$ cat config.mk
export PLATFORM = sky130hd
export DESIGN_NAME = dma_copy_engine
export DESIGN_NICKNAME = d
export VERILOG_FILES = /design/src/rtl/dma_copy_engine.sv
export SDC_FILE = /design/constraint.sdc
export NUM_CORES = 1
export LEC_CHECK = 0
export CORE_MARGIN = 8
export CORE_UTILIZATION = 48
export CTS_CLUSTER_DIAMETER = 40
export DETAILED_ROUTE_END_ITERATION = 10
export PLACE_DENSITY = 0.75
export SYNTH_ARGS = -nofsm -noshare
export SYNTH_HDL_FRONTEND = slang
export SYNTH_SLANG_ARGS = --single-unit
$ cat constraint.sdc
create_clock -name clk_i -period 2 [get_ports clk_i]
set_input_delay 0.3 -clock clk_i [delete_from_list [all_inputs] [get_ports clk_i]]
set_output_delay 0.3 -clock clk_i [all_outputs]
set_load 0.01 [all_outputs]
$ cat src/rtl/dma_copy_engine.sv
// dma_copy_engine: word-granular memory-to-memory copy engine.
//
// Device side (register file, always accepted, response one cycle later):
//   device_req_i/addr_i/we_i/be_i/wdata_i -> device_rvalid_o/rdata_o
//   0x00 SRC, 0x04 DST, 0x08 LEN, 0x0C CTRL{irq_en,start}, 0x10 STATUS{err,done,busy}
// Host side (single outstanding transaction):
//   host_req_o/addr_o/we_o/be_o/wdata_o, host_gnt_i, host_rvalid_i/rdata_i/err_i
// irq_o: level interrupt, STATUS.done & CTRL.irq_en.
module dma_copy_engine #(
    parameter int LenWidth     = 16,
    parameter int RegAddrWidth = 5
) (
    input  logic        clk_i,
    input  logic        rst_ni,
    input  logic        device_req_i,
    input  logic [31:0] device_addr_i,
    input  logic        device_we_i,
    input  logic [3:0]  device_be_i,
    input  logic [31:0] device_wdata_i,
    output logic        device_rvalid_o,
    output logic [31:0] device_rdata_o,
    output logic        host_req_o,
    input  logic        host_gnt_i,
    output logic [31:0] host_addr_o,
    output logic        host_we_o,
    output logic [3:0]  host_be_o,
    output logic [31:0] host_wdata_o,
    input  logic        host_rvalid_i,
    input  logic [31:0] host_rdata_i,
    input  logic        host_err_i,
    output logic        irq_o
);

    typedef enum logic [2:0] {
        S_IDLE, S_RD_REQ, S_RD_WAIT, S_WR_REQ, S_WR_WAIT, S_DONE, S_ABORT
    } state_t;

    localparam int SelW = RegAddrWidth - 2;
    localparam logic [SelW-1:0] A_SRC    = SelW'(0);
    localparam logic [SelW-1:0] A_DST    = SelW'(1);
    localparam logic [SelW-1:0] A_LEN    = SelW'(2);
    localparam logic [SelW-1:0] A_CTRL   = SelW'(3);
    localparam logic [SelW-1:0] A_STATUS = SelW'(4);

    state_t              r_state;
    logic [31:0]         r_src, r_dst, r_cur_src, r_cur_dst, r_buf;
    logic [LenWidth-1:0] r_len, r_remaining;
    logic                r_irq_en, r_done, r_err;
    logic                r_rvalid;
    logic [31:0]         r_rdata;

    logic [SelW-1:0]     w_sel;
    logic                w_wr, w_busy, w_start, w_w1c;
    logic [31:0]         w_mask, w_src_new, w_dst_new, w_len_ext, w_len_new, w_rd_mux;
    logic                w_unused;

    assign w_sel  = device_addr_i[RegAddrWidth-1:2];
    assign w_wr   = device_req_i & device_we_i;
    assign w_busy = (r_state != S_IDLE);
    assign w_mask = {{8{device_be_i[3]}}, {8{device_be_i[2]}},
                     {8{device_be_i[1]}}, {8{device_be_i[0]}}};

    // Byte-enable merge of the write data into the current register value
    assign w_src_new = (r_src & ~w_mask) | (device_wdata_i & w_mask);
    assign w_dst_new = (r_dst & ~w_mask) | (device_wdata_i & w_mask);
    assign w_len_ext = {{(32-LenWidth){1'b0}}, r_len};
    assign w_len_new = (w_len_ext & ~w_mask) | (device_wdata_i & w_mask);

    assign w_start = w_wr & (w_sel == A_CTRL) & device_be_i[0] & device_wdata_i[0] & ~w_busy;
    assign w_w1c   = w_wr & (w_sel == A_STATUS) & device_be_i[0];

    // Address bits outside the register select are don't-care
    assign w_unused = ^{device_addr_i[31:RegAddrWidth], device_addr_i[1:0]};

    always_comb begin
        w_rd_mux = 32'h0;
        case (w_sel)
            A_SRC:    w_rd_mux = r_src;
            A_DST:    w_rd_mux = r_dst;
            A_LEN:    w_rd_mux = w_len_ext;
            A_CTRL:   w_rd_mux = {30'h0, r_irq_en, 1'b0};
            A_STATUS: w_rd_mux = {29'h0, r_err, r_done, w_busy};
            default:  w_rd_mux = 32'h0;
        endcase
    end

    always_ff @(posedge clk_i or negedge rst_ni) begin
        if (!rst_ni) begin
            r_state     <= S_IDLE;
            r_src       <= '0;
            r_dst       <= '0;
            r_len       <= '0;
            r_cur_src   <= '0;
            r_cur_dst   <= '0;
            r_remaining <= '0;
            r_buf       <= '0;
            r_irq_en    <= 1'b0;
            r_done      <= 1'b0;
            r_err       <= 1'b0;
            r_rvalid    <= 1'b0;
            r_rdata     <= '0;
        end else begin
            r_rvalid <= device_req_i;
            r_rdata  <= (device_req_i & ~device_we_i) ? w_rd_mux : 32'h0;

            // Transfer parameters are frozen while a copy is in flight
            if (w_wr && !w_busy) begin
                if (w_sel == A_SRC) r_src <= {w_src_new[31:2], 2'b00};
                if (w_sel == A_DST) r_dst <= {w_dst_new[31:2], 2'b00};
                if (w_sel == A_LEN) r_len <= w_len_new[LenWidth-1:0];
            end
            if (w_wr && (w_sel == A_CTRL) && device_be_i[0]) r_irq_en <= device_wdata_i[1];

            // W1C first; FSM sets below override so a same-cycle set wins
            if (w_w1c) begin
                if (device_wdata_i[1]) r_done <= 1'b0;
                if (device_wdata_i[2]) r_err  <= 1'b0;
            end

            case (r_state)
                S_IDLE: if (w_start) begin
                    r_cur_src   <= r_src;
                    r_cur_dst   <= r_dst;
                    r_remaining <= r_len;
                    r_err       <= 1'b0;
                    // Zero-length copy completes immediately with no bus traffic
                    if (r_len == '0) r_done <= 1'b1;
                    else begin
                        r_done  <= 1'b0;
                        r_state <= S_RD_REQ;
                    end
                end
                S_RD_REQ:  if (host_gnt_i) r_state <= S_RD_WAIT;
                S_RD_WAIT: if (host_rvalid_i) begin
                    if (host_err_i) r_state <= S_ABORT;
                    else begin
                        r_buf   <= host_rdata_i;
                        r_state <= S_WR_REQ;
                    end
                end
                S_WR_REQ:  if (host_gnt_i) r_state <= S_WR_WAIT;
                S_WR_WAIT: if (host_rvalid_i) begin
                    if (host_err_i) r_state <= S_ABORT;
                    else begin
                        r_cur_src   <= r_cur_src + 32'd4;
                        r_cur_dst   <= r_cur_dst + 32'd4;
                        r_remaining <= r_remaining - LenWidth'(1);
                        r_state     <= (r_remaining == LenWidth'(1)) ? S_DONE : S_RD_REQ;
                    end
                end
                S_DONE: begin
                    r_done  <= 1'b1;
                    r_state <= S_IDLE;
                end
                S_ABORT: begin
                    r_done  <= 1'b1;
                    r_err   <= 1'b1;
                    r_state <= S_IDLE;
                end
                default: r_state <= S_IDLE;
            endcase
        end
    end

    // Bus fields are decoded from registered state only, so they hold steady
    // for as long as a request waits for its grant.
    assign host_req_o      = (r_state == S_RD_REQ) | (r_state == S_WR_REQ);
    assign host_we_o       = (r_state == S_WR_REQ);
    assign host_addr_o     = (r_state == S_RD_REQ) ? r_cur_src :
                             (r_state == S_WR_REQ) ? r_cur_dst : 32'h0;
    assign host_wdata_o    = (r_state == S_WR_REQ) ? r_buf : 32'h0;
    assign host_be_o       = host_req_o ? 4'hF : 4'h0;
    assign device_rvalid_o = r_rvalid;
    assign device_rdata_o  = r_rdata;
    assign irq_o           = r_done & r_irq_en;

endmodule

# [After elaboration in Yosys (flattened, before gate mapping)]
# Cells that the tools add are included.
[totals] reg_bits=227 out_inout_bits=104 wordCells=108 in_bits=107
[classes] addsub=3 bitwise=21 mux=37 reduce_logical=16 eq_ne=18
[op_table] cell="$mux 32" count=10
[op_table] cell="$pmux 32 s5" count=1
[op_table] cell="$pmux 32 s2" count=2
[op_table] cell="$and 32x32->32" count=3
[op_table] cell="$add 32x3->32 const B" count=2
[op_table] cell="$or 32x32->32" count=2
[op_table] cell="$mux 16" count=3
[op_table] cell="$not 32->32" count=1
[op_table] cell="$pmux 16 s2" count=1
[op_table] cell="$mux 3" count=9
[op_table] cell="$and 16x16->16" count=1
[op_table] cell="$eq 16x1->1 const B" count=1
[op_table] cell="$logic_not 16->1" count=1
[op_table] cell="$or 16x16->16" count=1
[op_table] cell="$sub 16x1->16 const B" count=1
[op_table] cell="$pmux 3 s5" count=1
[op_table] cell="$ne 2x2->1 const B" count=7
[op_table] cell="$eq 3x2->1 const B" count=4
[op_table] cell="$eq 3x3->1 const B" count=4
[op_table] cell="$and 1x1->1" count=9
[op_table] cell="$mux 1" count=7
[op_table] cell="$eq 3x1->1 const B" count=2
[op_table] cell="$logic_not 3->1" count=2
[op_table] cell="$reduce_and 2->1" count=3
[op_table] cell="other kinds (12)" count=17

# [Depth between registers and ports, before layout]
[logic_depth] word_depth=7 ltp_mapped=8 depth_no_buf=7

# [Worst setup path after synthesis]
# Ideal clock, no wire load.
[synth_path] path_kind="reg-to-reg" from="register r_remaining[0]" to="register r_remaining[14]" period_less_slack_ns=1.969 t_arrival_ns=1.889 setup_ns=0.079 setup_slack_ns=0.031 stages_incl_launch_ff=9 path_cell_list="dfrtp_1 inv_1 ha_1 or3b_2 clkbuf_1 nor3_1 a21oi_1 nor2_1 a2bb2oi_1"
[synth_between] elab_chain_cells=4
[synth_lines] element="from (decl)" line_no="47" text="logic [LenWidth-1:0] r_len, r_remaining;"
[synth_lines] element="from (signal assigned)" line_no="124" text="r_remaining <= r_len;"
[synth_lines] element="from (signal assigned)" line_no="147" text="r_remaining <= r_remaining - LenWidth'(1);"
[synth_lines] element="$sub 16x1->16" line_no="147"
[synth_lines] element="$mux 16" line_no="143" text="if (host_err_i) r_state <= S_ABORT;"
[synth_lines] element="$mux 16" line_no="142" text="S_WR_WAIT: if (host_rvalid_i) begin"
[synth_lines] element="$pmux 16 s2" line_no="120" text="case (r_state)"
# Every way passes these cells. The select of a mux whose other input is x is not followed.
# A chain may end at the register's enable or synchronous reset.

# [Worst setup path in the final report]
[layout_path] from="register r_remaining[1]" to="register r_remaining[14]"
# The elaborated chain is that of the path after synthesis.

==> summary.md <==
| Metric | Value |
|---|---|
| Residual DRC count | `0` |
| Reg clk slew, reported paths | `60 ps` |
| R2r endpoint | `r_remaining[14]` |
| Placer's final routability congestion estimate | `0.883` |
| Fin crit share | `111%` |
| Core ar. | `0.0235 mm²` |
| Status | `finished with violations` |
| Util after Layout | `74.2%` |
| Hold Vio Cnt, Final | `0` |
| DRT iter0 DRCs | `1,391` |
| Reg2reg path depth | `8` |
| Max Transition Viols Final | `0` |
| Reg-to-reg startpoint | `r_remaining[1]` |
| Post-layout min period | `2230 ps` |
| Via count | `11,800` |
| Synth warn | `0` |
| Critical Path RT | `2380 ps` |
| TritonCTS clock tree | `built` |
| Dpl cell area | `0.0146 mm²` |
| Commonest non-fill, non-tap cell in the layout | `dfrtp_1` |
| DP HPWL | `25,400 µm` |
| Crit. End Element | `register` |
| DP Worst Slack | `-304 ps` |
| Final setup viols | `126` |
| First-pass detailed-route iteration total | `6` |
| Congestion Overflow GR | `0` |
| Antenna viol nets, final | `0` |
| CTS H-tree depth | `2` |
| Hold WC Path Type | `in -> async` |
| Data arrival time of the critical path | `2600 ps` |
| PnR worst setup slack | `-229 ps` |
| Worst-path maximum fanout | `4` |
| Starting Density | `48.9%` |
| Main flop type after synthesis | `dfrtp_1` |
| IO buf count | `179` |
| Clock latency at the later pin of the worst-skew pair | `510 ps` |
| Startpoint Class | `register` |
| Clock sink total | `223` |
| Vias/cell | `6.47` |
| Maximum VDD drop | `827 µV` |
| Register-to-register setup slack | `-230 ps` |
| Register bit total from synthesis | `223` |
| Most frequent cells in the layout | `220 x dfrtp_1, 127 x buf_4, 118 x nor2_1` |
| Lkg Pwr | `7.61 nW` |
| Area growth syn-to-layout | `51.7%` |
| DRT Wirelength | `44,800 µm` |
| RSZ-0062 raised after global routing | `true` |
| ANT cells | `0` |
| GRT Util Overall | `25.8%` |
| Final instance area | `0.0174 mm²` |
| Synth area leaders | `dfrtp_1 49%, mux2_2 11%, a21oi_1 4.4%, nor2_1 4.2%, mux2i_1 4.0%` |
| Number of synthesized flops with an enable pin | `0` |
| Synth async-reset ratio | `100%` |
| Die ar. | `0.0291 mm²` |
| Power per cell area | `1380 mW/mm²` |
| Largest net degree at the start of global routing | `62` |
| Num CTS Buffers | `36` |
| Number of global-route vias before repair | `11,000` |
| Cell Rows | `56` |
| Library cells used by synthesis | `68` |
| Max-cap viol count | `0` |
| WL/cell | `24.6 µm` |
| Top cell type's share of synthesized area | `48.6%` |
| Pwr Total | `24.1 mW` |
| Share of layout cells above drive strength 1 | `39.0%` |
| Register area share after synthesis | `48.6%` |
| First-pass GRT wire length | `60,000 µm` |
| Crit. Startpoint | `r_remaining[1]` |
| Cell taking the most area after synthesis | `dfrtp_1` |
| Avg Inst Size Synth | `10.1 µm²` |
| # IOs | `211` |
| CTS max path bufs | `3` |
| Fmax achieved | `449 MHz` |
| Width of the die | `171 µm` |
| Clk root buf | `clkbuf_16` |
| Final nets | `1,584` |
| Fin Setup TNS | `-13,420 ps` |
| Failing checks | `setup timing` |
| Actual slew at the worst max-slew pin | `618 ps` |
| Critical path type | `reg -> reg` |
| Clock Skew | `23.9 ps` |
| Initial antenna violation count | `0` |
| Synthesized cell area | `0.0115 mm²` |
| Max_slew headroom | `58.3%` |
| Mapped Cells | `1,136` |
| Die height | `171 µm` |
-- stage by stage --
step | hold slack, ps | instances
floorplan | 4.41 | 1137
global placement | 215 | 1698
detailed placement | 214 | 1698
CTS | 287 | 1785
global route | 319 | 1818
finish | 279 | 1818
-- worst max-delay path by stage --
stage                      end  slack [ps]  depth (start not counted)
3_3_place_gp     r_cur_src[30]        -240                          8
3_5_place_dp     r_cur_src[30]        -300                          8
4_1_cts         host_addr_o[6]        -130                          4
2_1_floorplan  r_remaining[14]          30                          8
5_1_grt        r_remaining[14]        -300                          8
6_report       r_remaining[14]        -230                          8
-- area by class of cell --
type / count / area (µm²)
Inverter: 9 / 36.3
Multi-Input combinational cell: 819 / 6240
Tap cell: 319 / 399
Clock inverter: 18 / 254
Sequential cell: 223 / 5580
Fill cell: 1395 / 6070
Timing Repair Buffer: 384 / 3890
Clock buffer: 46 / 1000
-- state kept, by name (all words and copies together) (netlist names) --
register / count
r_dst: 30
device_rdata_o: 32
r_cur_src: 30
r_state: 3
r_remaining: 16
r_src: 30
r_len: 16
r_cur_dst: 30
r_irq_en: 1
r_buf: 32
r_err: 1
r_done: 1
device_rvalid_o: 1
-- what timing repair did --
action / in CTS / in global routing
pin swaps: 21 / 40
hold buffers: 1 / 0
gates resized for setup: 255 / 217
cloned: 9 / 10
buffers inserted: 13 / 24
endpoints found under the hold margin: 36 / 0
endpoints found under the setup margin: 199 / 212
-- kinds of logic (layout without fill, tap and decap cells) --
family / count (synthesis) / in the layout / synth area share, %
adder cells (fa/ha/maj): 5 / 5 / 0.523
AO/OA/AOI/OAI: 280 / 280 / 15.4
buffers and inverters: 95 / 457 / 3.62
XOR/XNOR: 1 / 1 / 0.0763
AND/OR/NAND/NOR: 376 / 376 / 17.0
other: 1 / 2 / 0.0327
multiplexers: 155 / 155 / 14.7
flip-flops: 223 / 223 / 48.6
-- where the power goes --
group          leakage (nW)  internal [mW]  switching [mW]  total [mW]
Clock                 0.607           4.21            2.28        6.49
Sequential             2.87           6.11            1.75        7.86
Combinational          4.14           4.85            4.88        9.73
-- synth_stat cells, types with 9 or more instances --
library cell and instances:
dfrtp_1 223, nor2_1 129, mux2_2 109, a21oi_1 102
nand2_1 70, clkbuf_1 48, mux2i_1 46, o21ai_0 46
and3_1 43, nand3_1 32, o22a_1 28, buf_2 21
a22oi_1 20, o22ai_1 20, nand4_1 17, a31oi_1 16
nor3_1 14, nor4_1 14, inv_1 9
-- worst max-delay path, cell delays in order (launching register included) --
cell and delay, ps:
dfrtp_1 400, inv_1 120, ha_2 220, or3b_4 420, nor3_2 210, buf_4 170, nand4_1 140, o21ai_0 280
a2bb2oi_2 130
-- layer usage --
| layer | share of wire [%] | global-route usage, % |
|---|---|---|
| met1 | 37 | 33.8 |
| met2 | 46 | 41.1 |
| met3 | 11 | 5.46 |
| met4 | 5.6 | 10.5 |
| met5 | 0 | 0 |
No activity file was read; power rests on OpenSTA's default activity.
